`config.mk`:
```
export PLATFORM = sky130hd
export DESIGN_NAME = cdc_fifo_write_arbiter
export DESIGN_NICKNAME = d
export VERILOG_FILES = /design/src/rtl/cdc_fifo_pkg.sv /design/src/rtl/rr_priority_pick.sv /design/src/rtl/cdc_fifo_write_arbiter.sv
export SDC_FILE = /design/constraint.sdc
export NUM_CORES = 1
export LEC_CHECK = 0
export BUFFER_PORTS_ARGS = -buffer_cell sky130_fd_sc_hd__clkbuf_2
export CORE_MARGIN = 4
export CORE_UTILIZATION = 46
export DETAILED_ROUTE_END_ITERATION = 8
export GPL_TIMING_DRIVEN = 0
export PLACE_DENSITY = 0.76
export SETUP_SLACK_MARGIN = 0.4
export SLEW_MARGIN = 20
export SYNTH_ARGS = -nofsm -noshare
export SYNTH_HDL_FRONTEND = slang
export SYNTH_SLANG_ARGS = --single-unit
export TNS_END_PERCENT = 30
```
`constraint.sdc`:
```
create_clock -name clk -period 2.4 [get_ports clk]
set_clock_uncertainty 0.2 [all_clocks]
set_input_delay 0.48 -clock clk [delete_from_list [all_inputs] [get_ports clk]]
set_output_delay 0.48 -clock clk [all_outputs]
set_load 0.02 [all_outputs]
```
`src/rtl/cdc_fifo_pkg.sv`:
```
// Shared types and constants for the CDC FIFO and its write/read-side schedulers.
// Pure declarations; no logic, no latency.
package cdc_fifo_pkg;

   typedef enum logic [1:0] {
      FLUSH = 2'd0,
      IDLE  = 2'd1,
      BURST = 2'd2
   } wr_state_t;

   localparam int CDC_FIFO_DATA_WIDTH    = 4;
   localparam int CDC_FIFO_ADDRESS_WIDTH = 4;

endpackage

```
`src/rtl/rr_priority_pick.sv`:
```
// Round-robin pick: first valid index after 'last', wrapping modulo NUM_REQ.
// Purely combinational, zero latency; applies no backpressure of its own.
module rr_priority_pick #(
   parameter int NUM_REQ = 4
) (
   input  logic [NUM_REQ-1:0]         valid,
   input  logic [$clog2(NUM_REQ)-1:0] last,
   output logic                       found,
   output logic [$clog2(NUM_REQ)-1:0] index
);

   localparam int IW = $clog2(NUM_REQ);

   // base < NUM_REQ and off <= NUM_REQ, so one subtraction wraps correctly
   function automatic logic [IW-1:0] wrap(input logic [IW-1:0] base, input int off);
      int s;
      s = int'(base) + off;
      if (s >= NUM_REQ) s = s - NUM_REQ;
      return IW'(s);
   endfunction

   // Scan from the farthest offset inward so the nearest valid index wins.
   always_comb begin
      found = |valid;
      index = last;
      for (int off = NUM_REQ; off >= 1; off--) begin
         if (valid[wrap(last, off)]) index = wrap(last, off);
      end
   end

endmodule

```
`src/rtl/cdc_fifo_write_arbiter.sv`:
```
// Round-robin burst arbiter driving the CDC FIFO write port; sequences write-side flush.
// One idle arbitration cycle per grant, then combinational push while the owner is valid and FIFO not full.
module cdc_fifo_write_arbiter
   import cdc_fifo_pkg::*;
#(
   parameter int NUM_REQ      = 4,
   parameter int DATA_WIDTH   = CDC_FIFO_DATA_WIDTH,
   parameter int MAX_BURST    = 4,
   parameter int FLUSH_CYCLES = 2
) (
   input  logic                          clk,
   input  logic                          rst_n,
   input  logic                          flush_req,
   input  logic [NUM_REQ-1:0]            req_valid,
   input  logic [NUM_REQ*DATA_WIDTH-1:0] req_data,
   output logic [NUM_REQ-1:0]            req_ready,
   input  logic                          fifo_full,
   output logic [DATA_WIDTH-1:0]         fifo_write_data,
   output logic                          fifo_write_increment,
   output logic                          fifo_write_reset,
   output logic [$clog2(NUM_REQ)-1:0]    grant_owner,
   output logic                          busy
);

   localparam int OW = $clog2(NUM_REQ);
   localparam int FW = $clog2(FLUSH_CYCLES + 1);
   localparam logic [FW-1:0] FLUSH_LAST = FW'(FLUSH_CYCLES - 1);
   localparam logic [3:0]    BEAT_LAST  = 4'(MAX_BURST - 1);
   localparam logic [OW-1:0] LAST_REQ   = OW'(NUM_REQ - 1);

   wr_state_t     state_q, state_d;
   logic [FW-1:0] flush_cnt_q, flush_cnt_d;
   logic [3:0]    beat_cnt_q, beat_cnt_d;
   logic [OW-1:0] owner_q, owner_d;
   logic [OW-1:0] last_owner_q, last_owner_d;
   logic          pick_found;
   logic [OW-1:0] pick_index;
   logic          push;

   rr_priority_pick #(.NUM_REQ(NUM_REQ)) u_pick (
      .valid (req_valid),
      .last  (last_owner_q),
      .found (pick_found),
      .index (pick_index)
   );

   always_ff @(posedge clk or negedge rst_n) begin
      if (!rst_n) begin
         state_q      <= FLUSH;
         flush_cnt_q  <= '0;
         beat_cnt_q   <= '0;
         owner_q      <= '0;
         last_owner_q <= LAST_REQ;
      end else begin
         state_q      <= state_d;
         flush_cnt_q  <= flush_cnt_d;
         beat_cnt_q   <= beat_cnt_d;
         owner_q      <= owner_d;
         last_owner_q <= last_owner_d;
      end
   end

   always_comb begin
      state_d      = state_q;
      flush_cnt_d  = flush_cnt_q;
      beat_cnt_d   = beat_cnt_q;
      owner_d      = owner_q;
      last_owner_d = last_owner_q;
      push         = 1'b0;
      // A flush request wins in every state and restarts the flush count.
      if (flush_req) begin
         state_d     = FLUSH;
         flush_cnt_d = '0;
      end else begin
         unique case (state_q)
            FLUSH: begin
               flush_cnt_d = flush_cnt_q + FW'(1);
               if (flush_cnt_q == FLUSH_LAST) state_d = IDLE;
            end
            IDLE: begin
               if (pick_found) begin
                  owner_d      = pick_index;
                  last_owner_d = pick_index;
                  beat_cnt_d   = '0;
                  state_d      = BURST;
               end
            end
            BURST: begin
               if (!req_valid[owner_q]) begin
                  state_d = IDLE;
               end else if (!fifo_full) begin
                  push       = 1'b1;
                  beat_cnt_d = beat_cnt_q + 4'd1;
                  if (beat_cnt_q == BEAT_LAST) state_d = IDLE;
               end
            end
            default: state_d = FLUSH;
         endcase
      end
   end

   always_comb begin
      req_ready          = '0;
      req_ready[owner_q] = push;
   end

   assign fifo_write_data      = req_data[int'(owner_q)*DATA_WIDTH +: DATA_WIDTH];
   assign fifo_write_increment = push;
   assign fifo_write_reset     = (state_q == FLUSH);
   assign grant_owner          = owner_q;
   assign busy                 = (state_q != IDLE);

endmodule

```
==> flow_metrics.env, run 1 <==
export IMPL_layout_cell_area_non_filler_um2=1406
export IMPL_post_synth_num_cell_types=43
export IMPL_syn_area_um2=992.2
export IMPL_rows=16
export IMPL_detailedRoute_firstPassIterationCount=4
export IMPL_portBuffers=36
export IMPL_grt_util_all_layers_pct=19.27
export IMPL_nNetsFinal=179
export IMPL_path_clk_slew_ps=80
export IMPL_synth_most_common_cell="sky130_fd_sc_hd__nand2_1"
export IMPL_maxClockFrequency_mhz=418.4
export IMPL_flow_area_growth_from_synthesis_pct=41.74
export IMPL_netlist_top_cell_by_area="sky130_fd_sc_hd__dfrtp_1"
export IMPL_synth_seq_cells=12
export IMPL_synth_async_reset_ratio_pct=100.0
export IMPL_remaining_drc_errors=0
export IMPL_drt_wirelength_mm=2.724
export IMPL_synthesis_area_per_instance_um2=9.633
export IMPL_detailedRoute_firstIterationViolations=13
export IMPL_cp_cell_sequence="buf_6 > mux4_2 > nand3_4 > inv_4 > and3_4 > buf_8"
export IMPL_critical_path_source_type="flop"
export IMPL_routedWlPerCell_um=15.66
export IMPL_design_portCount=37
export IMPL_final_antenna_net_count=0
export IMPL_grt_antenna_before_repair=0
export IMPL_clock_sink_count=12
export IMPL_worst_skew_pair_late_latency_ps=270
export IMPL_dominantRegCellSynth="sky130_fd_sc_hd__dfrtp_1"
export IMPL_worstMarginPinSlew_ps=807.5
export IMPL_power_leakage_nw=0.6356
export IMPL_final_hold_worst_slack_ps=272.8
export IMPL_grt_remaining_overflow=0
export IMPL_die_area_um2=2964
export IMPL_synth_edff_count=0
export IMPL_cts_htree_levels=1
export IMPL_clockRootBuffer="sky130_fd_sc_hd__clkbuf_4"
export IMPL_regToRegSetupSlack_ps=340
export IMPL_largest_net_degree_at_the_start_of_global_routing=13
export IMPL_syn_nets=134
export IMPL_placement_cell_area_um2=1239
export IMPL_worst_path_class_setup="reg2out"
export IMPL_worstPathArrival_ps=1710
export IMPL_yosys_area_top_type_share_pct=25.22
export IMPL_ys_seq_area_share_pct=30.52
export IMPL_cts_root_to_sink_buffers=2
export IMPL_syn_instance_count=103
export IMPL_crit_path_max_incr_delay_ps=540
export IMPL_rsz0062_at_grt="true"
export IMPL_global_route_wire_length_before_repair_mm=4.077
export IMPL_slew_headroom_pct=45.67
export IMPL_ff2ff_path_depth=6
export IMPL_antennaDiodeCount=0
export IMPL_power_density_nw_per_um2=987.8
export IMPL_design_core_area_um2=2002
export IMPL_numCtsBuffers=3
export IMPL_cp_data_required_time_ps=1720
export IMPL_status="finished, final reports clean"
export IMPL_maxSlewViolCount=0
export IMPL_initial_utilization_pct=49.56
export IMPL_vdd_ir_drop_worst_uv=676.4
export IMPL_die_w_um=54.45
export IMPL_via_per_inst=5.644
export IMPL_drive_gt1_share_pct=47.62
export IMPL_finish_stage_setup_viols=0
export IMPL_ys_top_cells_by_area="sky130_fd_sc_hd__dfrtp_1 25%, sky130_fd_sc_hd__mux4_1 11%, sky130_fd_sc_hd__ha_1 8.8%"
export IMPL_timing_final_crit_share_pct=99.60
export IMPL_via_count=982
export IMPL_hold_crit_path_type="in2reg"
export IMPL_synth_warning_count=0
export IMPL_report_final_hold_viol_count=0
export IMPL_hold_depth=2
export IMPL_cts_tree="built"
export IMPL_via_count_of_the_first_global_routing_pass=946
export IMPL_synth_top_cells_by_count="12 x sky130_fd_sc_hd__nand2_1, 10 x sky130_fd_sc_hd__dfrtp_1, 8 x sky130_fd_sc_hd__nor2_1"
export IMPL_cap_viol_max_count=0
export IMPL_timing_critical_path_to_type="primary output"
export IMPL_crit_path_max_fanout=3
export IMPL_dpl_hpwl_mm=2.037
export IMPL_critical_path_slowest_cell="sky130_fd_sc_hd__mux4_2"
export IMPL_chipHeight_um=54.45
export IMPL_layout_min_cycle_time_ps=2390
export IMPL_place_gp_congestion=0.7513
registers in the layout (all words and copies together), names as in the netlist:
signal and flops:
last_owner_q 2, flush_cnt_q 2, grant_owner 2, state_q 2
beat_cnt_q 4
cells by family after synthesis:
group	count (synthesis)	synth area share, %
xor+xnor	1	0.8829
flops	12	30.52
simple gates	45	24.21
buf+inv	11	5.422
fa+ha+maj	7	8.827
compound gates	20	15.26
mux	7	14.88
cell type report:
cell class,instances,area [um^2]
Sequential cell,12,307.8
Timing Repair Buffer,40,267.8
Multi-Input combinational cell,80,698.2
Buffer,3,30.03
Fill cell,169,595.6
Tap cell,27,33.78
Clock buffer,4,36.28
Inverter,8,32.53
worst max-delay path, delay by kind of cell, from the launching register on:
family / cells / cell delay, ps
buffers and inverters: 3 / 260
AND/OR/NAND/NOR: 2 / 270
multiplexers: 1 / 540
flip-flops: 1 / 370
placed cells by master (no fill, tap or decap), types with 3 or more instances in the layout:
master and instances:
sky130_fd_sc_hd__clkbuf_2 27, sky130_fd_sc_hd__nand2_1 12, sky130_fd_sc_hd__nor2_1 7, sky130_fd_sc_hd__buf_4 6, sky130_fd_sc_hd__dfrtp_1 6, sky130_fd_sc_hd__inv_1 5
sky130_fd_sc_hd__nand2b_1 5, sky130_fd_sc_hd__clkbuf_4 5, sky130_fd_sc_hd__clkbuf_8 5, sky130_fd_sc_hd__mux4_1 4, sky130_fd_sc_hd__ha_1 4, sky130_fd_sc_hd__dfrtp_2 4
sky130_fd_sc_hd__nand4_1 3, sky130_fd_sc_hd__o211ai_1 3
final timing paths:
path	startpoint	end
worst min-delay path	flush_req	flush_cnt_q[0]
worst max-delay path	grant_owner[1]	req_ready[3]
worst min register to register	last_owner_q[0]	last_owner_q[0]
worst max register to register	state_q[1]	beat_cnt_q[3]
min in group asynchronous	rst_n	beat_cnt_q[2]
max in group asynchronous	rst_n	last_owner_q[0]
repair_timing:
action                                  in CTS  in global routing
setup buffers                                3                  0
pin swaps                                    1                  4
endpoints found under the setup margin      12                 15
endpoints found under the hold margin       10                  0
hold buffers                                 1                  0
resized for setup                           16                 15
cloned                                       0                  0
per-stage QoR:
stage	instances	setup TNS, ps	worst slack (ps)	util [%]	total power [mW]
floorplan	103	0	184.3	-	0.8973
global placement	166	0	26.65	61.88	1.062
detailed placement	166	0	15.48	61.88	1.090
CTS	174	-44.48	-34.07	68.31	1.344
global route	174	-120.8	-52.61	70.25	1.500
finish	174	0	9.710	70.25	1.389
routing by layer:
| metal | vias up | routed length [um] | GRT usage, % |
|---|---|---|---|
| met5 | - | 0 | 0 |
| met4 | 0 | 31 | 4.149 |
| met3 | 4 | 79 | 4.632 |
| met2 | 21 | 1564 | 37.05 |
| met1 | 480 | 1050 | 20.98 |
| li1 | 477 | - | - |
power breakdown:
part / switching [mW] / total, mW / leakage, nW / internal [mW]
Sequential: 0.0764 / 0.368 / 0.147 / 0.291
Combinational: 0.454 / 0.863 / 0.468 / 0.409
Clock: 0.0662 / 0.158 / 0.0210 / 0.0921
No activity file was read; power rests on OpenSTA's default activity.
==> inputs of run 2 (changes only) <==
--- a/config.mk
+++ b/config.mk
@@ -7,7 +7,7 @@
 export LEC_CHECK = 0
 export BUFFER_PORTS_ARGS = -buffer_cell sky130_fd_sc_hd__clkbuf_2
 export CORE_MARGIN = 4
-export CORE_UTILIZATION = 46
+export CORE_UTILIZATION = 44
 export DETAILED_ROUTE_END_ITERATION = 8
 export GPL_TIMING_DRIVEN = 0
 export PLACE_DENSITY = 0.76
==> constraint.sdc (replaced) <==
create_clock -name clk -period 2 [get_ports clk]
set_clock_uncertainty 0.2 [all_clocks]
set_input_delay 0.4 -clock clk [delete_from_list [all_inputs] [get_ports clk]]
set_output_delay 0.4 -clock clk [all_outputs]
set_load 0.02 [all_outputs]
==> flow_metrics.env, run 2 (same netlist as run 1, synthesis figures left out) <==
export IMPL_status="finished, violations left"
export IMPL_violations_in_the_final_reports="setup timing"
export IMPL_layout_commonest_cell="sky130_fd_sc_hd__clkbuf_2"
export IMPL_min_from="flush_req"
export IMPL_place_gp_congestion=0.7469
export IMPL_worstSetupStartpoint="grant_owner[1]"
export IMPL_critical_path_source_type="flop"
export IMPL_worst_path_class_setup="reg2out"
export IMPL_layout_min_cycle_time_ps=2298
export IMPL_cts_root_to_sink_buffers=2
export IMPL_vdd_ir_drop_worst_uv=739.6
export IMPL_hold_crit_path_type="in2reg"
export IMPL_path_clk_slew_ps=70
export IMPL_worstPathArrival_ps=1700
export IMPL_die_w_um=55.49
export IMPL_detailedRoute_firstIterationViolations=12
export IMPL_drt_wirelength_mm=2.660
export IMPL_antennaDiodeCount=0
export IMPL_cts_tree="built"
export IMPL_worstMarginPinSlew_ps=448.6
export IMPL_via_count_of_the_first_global_routing_pass=944
export IMPL_drive_gt1_share_pct=48.32
export IMPL_finish_stage_setup_viols=10
export IMPL_maxClockFrequency_mhz=435.1
export IMPL_design_core_area_um2=2042
export IMPL_via_count=983
export IMPL_detailedRoute_firstPassIterationCount=4
export IMPL_portBuffers=36
export IMPL_numCtsBuffers=3
export IMPL_fin_tns_setup_ps=-1692
export IMPL_postLayoutSetupSlackWorst_ps=-298.4
export IMPL_clock_sink_count=12
export IMPL_slew_headroom_pct=69.84
export IMPL_rows=16
export IMPL_power_leakage_nw=0.6522
export IMPL_clockRootBuffer="sky130_fd_sc_hd__clkbuf_4"
export IMPL_grt_remaining_overflow=0
export IMPL_stdcell_count=176
export IMPL_routedWlPerCell_um=15.11
export IMPL_flow_area_growth_from_synthesis_pct=43.63
export IMPL_rsz0062_at_grt="true"
export IMPL_design_portCount=37
export IMPL_nNetsFinal=181
export IMPL_power_density_nw_per_um2=1190
export IMPL_fill_cells=177
export IMPL_final_antenna_net_count=0
export IMPL_via_per_inst=5.585
export IMPL_grt_util_all_layers_pct=16.55
export IMPL_dpl_hpwl_mm=1.911
export IMPL_report_final_hold_viol_count=0
export IMPL_regMostFlops="beat_cnt_q"
export IMPL_die_area_um2=3079
export IMPL_report_power_total_mw=1.696
export IMPL_rr_startpoint="grant_owner[1]"
export IMPL_cp_data_required_time_ps=1400
export IMPL_cap_viol_max_count=0
export IMPL_finish_utilization_pct=69.79
export IMPL_remaining_drc_errors=0
export IMPL_largest_net_degree_at_the_start_of_global_routing=13
export IMPL_maxSlewViolCount=0
export IMPL_layout_cells_most_common_list="26 x sky130_fd_sc_hd__clkbuf_2, 12 x sky130_fd_sc_hd__nand2_1, 8 x sky130_fd_sc_hd__dfrtp_1, 8 x sky130_fd_sc_hd__buf_4, 7 x sky130_fd_sc_hd__nor2_1"
export IMPL_numPlacedInstances=166
export IMPL_cts_htree_levels=1
export IMPL_worst_skew_pair_late_latency_ps=280
export IMPL_final_hold_worst_slack_ps=177.2
export IMPL_global_route_wire_length_before_repair_mm=4.195
export IMPL_timing_critical_path_to_type="primary output"
export IMPL_largest_register_ffs=4
export IMPL_crit_path_max_fanout=3
export IMPL_initial_utilization_pct=48.59
export IMPL_chipHeight_um=55.49
export IMPL_grt_antenna_before_repair=0
export IMPL_timing_final_crit_share_pct=114.9
[run 2: final timing paths]
check                      cells past startpoint  slack, ps         endpoint
min                                            2        180   flush_cnt_q[0]
min in group asynchronous                      2        320    beat_cnt_q[3]
min reg2reg                                    2        350    beat_cnt_q[3]
max                                            6       -300     req_ready[0]
max reg2reg                                    6        -30    beat_cnt_q[3]
max in group asynchronous                      2        990  last_owner_q[1]
[run 2: what timing repair did]
| action | CTS | global route |
|---|---|---|
| gates resized for setup | 16 | 17 |
| setup endpoints to repair | 21 | 21 |
| hold endpoints to repair | 10 | 0 |
| hold buffers | 1 | 0 |
| pin swaps | 7 | 7 |
| setup buffers | 4 | 1 |
[run 2: cell type report]
cell class	count	area, um^2	share of cell area [%]
Buffer	3	33.78	2.370
Clock buffer	4	36.28	2.546
Inverter	8	32.53	2.283
Multi-Input combinational cell	80	720.7	50.57
Sequential cell	12	305.3	21.42
Tap cell	27	33.78	2.370
Timing Repair Buffer	42	262.8	18.44
[run 2: critical path, cell delays in order, from the launching register on]
cell,delay [ps]
sky130_fd_sc_hd__dfrtp_2,410
sky130_fd_sc_hd__buf_6,120
sky130_fd_sc_hd__mux4_2,370
sky130_fd_sc_hd__nand3_4,100
sky130_fd_sc_hd__buf_4,150
sky130_fd_sc_hd__nor3_2,110
sky130_fd_sc_hd__buf_4,170
[run 2: report_power, final]
group | leakage, nW | internal (mW) | switching, mW
clock | 0.0210 | 0.111 | 0.0878
combinational | 0.481 | 0.506 | 0.559
sequential | 0.150 | 0.346 | 0.0855
[run 2: per-layer routing]
| layer | GRT usage, % | wire (um) | up-vias |
|---|---|---|---|
| li1 | - | - | 482 |
| met1 | 19.83 | 1131 | 484 |
| met2 | 29.56 | 1416 | 14 |
| met3 | 4.429 | 96 | 3 |
| met4 | 3.125 | 14 | 0 |
| met5 | 0 | 0 | - |
[run 2: stage by stage]
step	cell area [um^2]	setup slack (ps)
after global placement	1239	-204.6
final	1425	-298.4
after floorplan	1025	-135.7
after detailed placement	1239	-217.2
after global routing	1425	-364.9
after CTS	1379	-324.6
==> inputs of run 3 (changes only) <==
--- a/config.mk
+++ b/config.mk
@@ -10,8 +10,9 @@
 export CORE_UTILIZATION = 44
 export DETAILED_ROUTE_END_ITERATION = 8
 export GPL_TIMING_DRIVEN = 0
+export HOLD_SLACK_MARGIN = 0.05
 export PLACE_DENSITY = 0.76
-export SETUP_SLACK_MARGIN = 0.4
+export SETUP_SLACK_MARGIN = 0.1
 export SLEW_MARGIN = 20
 export SYNTH_ARGS = -nofsm -noshare
 export SYNTH_HDL_FRONTEND = slang
==> flow_metrics.env, run 3 (same netlist as run 1, synthesis figures left out) <==
export IMPL_path_clk_slew_ps=80
export IMPL_cp_data_required_time_ps=1400
export IMPL_cts_htree_levels=1
export IMPL_largest_register_ffs=4
export IMPL_ff2ff_path_depth=6
export IMPL_nNetsFinal=179
export IMPL_status="finished, violations left"
export IMPL_global_route_wire_length_before_repair_mm=4.271
export IMPL_finish_utilization_pct=67.46
export IMPL_dpl_worst_slack_ps=-219.7
export IMPL_postLayoutSetupSlackWorst_ps=-345.9
export IMPL_cts_tree="built"
export IMPL_via_count_of_the_first_global_routing_pass=943
export IMPL_clockRootBuffer="sky130_fd_sc_hd__clkbuf_4"
export IMPL_maxSlewViolCount=0
export IMPL_placement_cell_area_um2=1239
export IMPL_largest_net_degree_at_the_start_of_global_routing=13
export IMPL_netSwitchingPower_uw=717.0
export IMPL_final_antenna_net_count=0
export IMPL_timing_critical_path_to_type="primary output"
export IMPL_worst_skew_pair_late_latency_ps=280
export IMPL_dpl_hpwl_mm=2.000
export IMPL_power_frac_seq_pct=26.6
export IMPL_vdd_ir_drop_worst_uv=703.0
export IMPL_worstPathArrival_ps=1750
export IMPL_report_final_hold_viol_count=0
export IMPL_critical_path_source_type="flop"
export IMPL_cts_root_to_sink_buffers=2
export IMPL_routedWlPerCell_um=15.19
export IMPL_maxClockFrequency_mhz=426.3
export IMPL_chipHeight_um=55.49
export IMPL_power_density_nw_per_um2=1175
export IMPL_antennaDiodeCount=0
export IMPL_rows=16
export IMPL_via_per_inst=5.483
export IMPL_via_count=954
export IMPL_finish_stage_setup_viols=10
export IMPL_worstMarginPinSlew_ps=683.0
export IMPL_remaining_drc_errors=0
export IMPL_power_leakage_nw=0.6353
export IMPL_rsz0062_at_grt="true"
export IMPL_layout_cells_most_common_list="27 x sky130_fd_sc_hd__clkbuf_2, 12 x sky130_fd_sc_hd__nand2_1, 8 x sky130_fd_sc_hd__dfrtp_1"
export IMPL_design_portCount=37
export IMPL_layout_cell_area_non_filler_um2=1378
export IMPL_portBuffers=36
export IMPL_p_int_uw=901.7
export IMPL_fill_cells=177
export IMPL_layout_commonest_cell="sky130_fd_sc_hd__clkbuf_2"
export IMPL_hold_crit_path_type="in2reg"
export IMPL_grt_remaining_overflow=0
export IMPL_crit_path_max_incr_delay_ps=540
export IMPL_grt_antenna_before_repair=0
export IMPL_layout_min_cycle_time_ps=2346
export IMPL_die_area_um2=3079
export IMPL_die_w_um=55.49
export IMPL_clock_sink_count=12
export IMPL_regMostFlops="beat_cnt_q"
export IMPL_design_core_area_um2=2042
export IMPL_timing_final_crit_share_pct=117.3
export IMPL_drive_gt1_share_pct=45.58
export IMPL_cap_viol_max_count=0
export IMPL_detailedRoute_firstIterationViolations=21
export IMPL_place_gp_congestion=0.7420
export IMPL_power_share_combinational_pct=61.0
export IMPL_worst_path_class_setup="reg2out"
export IMPL_slew_headroom_pct=54.05
export IMPL_hold_depth=2
export IMPL_numCtsBuffers=3
export IMPL_cp_cell_sequence="buf_6 > mux4_2 > nand3_4 > inv_4 > and3_4 > buf_8"
export IMPL_grt_util_all_layers_pct=17.22
export IMPL_clock_power_share_pct=12.3
export IMPL_crit_path_max_fanout=3
export IMPL_violations_in_the_final_reports="setup timing"
export IMPL_drt_wirelength_mm=2.643
export IMPL_critical_path_slowest_cell="sky130_fd_sc_hd__mux4_2"
export IMPL_detailedRoute_firstPassIterationCount=3
export IMPL_flow_area_growth_from_synthesis_pct=38.84
export IMPL_switching_share_pct=44.29
export IMPL_initial_utilization_pct=48.59
## run 3: path summary, 6_finish.rpt
kind | from | to | slack [ps]
max | grant_owner[1] | req_ready[3] | -350
max reg2reg | grant_owner[1] | beat_cnt_q[3] | -70
max in group asynchronous | rst_n | last_owner_q[1] | 970
min in group asynchronous | rst_n | flush_cnt_q[1] | 330
min reg2reg | beat_cnt_q[3] | beat_cnt_q[3] | 350
min | flush_req | flush_cnt_q[1] | 180
## run 3: cell type report
class / instances / area (um^2) / area share (%)
clock buffers: 4 / 36.28 / 2.634
flip-flops and latches: 12 / 305.3 / 22.16
repair buffers: 40 / 240.2 / 17.44
well taps: 27 / 33.78 / 2.452
inverters: 8 / 32.53 / 2.361
multi-input cells: 80 / 699.4 / 50.77
plain buffers: 3 / 30.03 / 2.180
## run 3: worst max-delay path, delay by kind of cell (launching register included)
family / cells / cell delay [ps]
mux: 1 / 540
flops: 1 / 380
buf+inv: 3 / 270
simple gates: 2 / 270
## run 3: through the flow
step	power [mW]	hold WS, ps	TNS, ps	std cells
after floorplan	1.077	-95.59	-354.0	103
after global placement	1.271	103.1	-651.1	166
after detailed placement	1.312	114.2	-760.5	166
after CTS	1.582	175.4	-2042	174
after global routing	1.740	187.3	-2767	174
final	1.619	181.9	-2068	174
## run 3: per-layer routing
| metal | vias up | GRT usage [%] | part of all wire (%) |
|---|---|---|---|
| li1 | 480 | - | - |
| met1 | 456 | 20.83 | 41 |
| met2 | 13 | 30.41 | 54 |
| met3 | 5 | 4.662 | 3.2 |
| met4 | 0 | 3.472 | 2.2 |
| met5 | - | 0 | 0 |
## run 3: power groups by stage
stage	Clock (mW)	Combinational, mW	Sequential, mW
after detailed placement	0	0.884	0.428
after floorplan	0	0.644	0.433
after CTS	0.206	0.951	0.426
after global placement	0	0.851	0.420
final	0.200	0.988	0.431
after global routing	0.224	1.07	0.446
## run 3: what timing repair did
| item | CTS | global route |
|---|---|---|
| resized for setup | 9 | 17 |
| setup endpoints to repair | 14 | 16 |
| hold buffers | 1 | 0 |
| hold endpoints to repair | 10 | 0 |
| pin swaps | 2 | 2 |
| setup buffers | 3 | 0 |
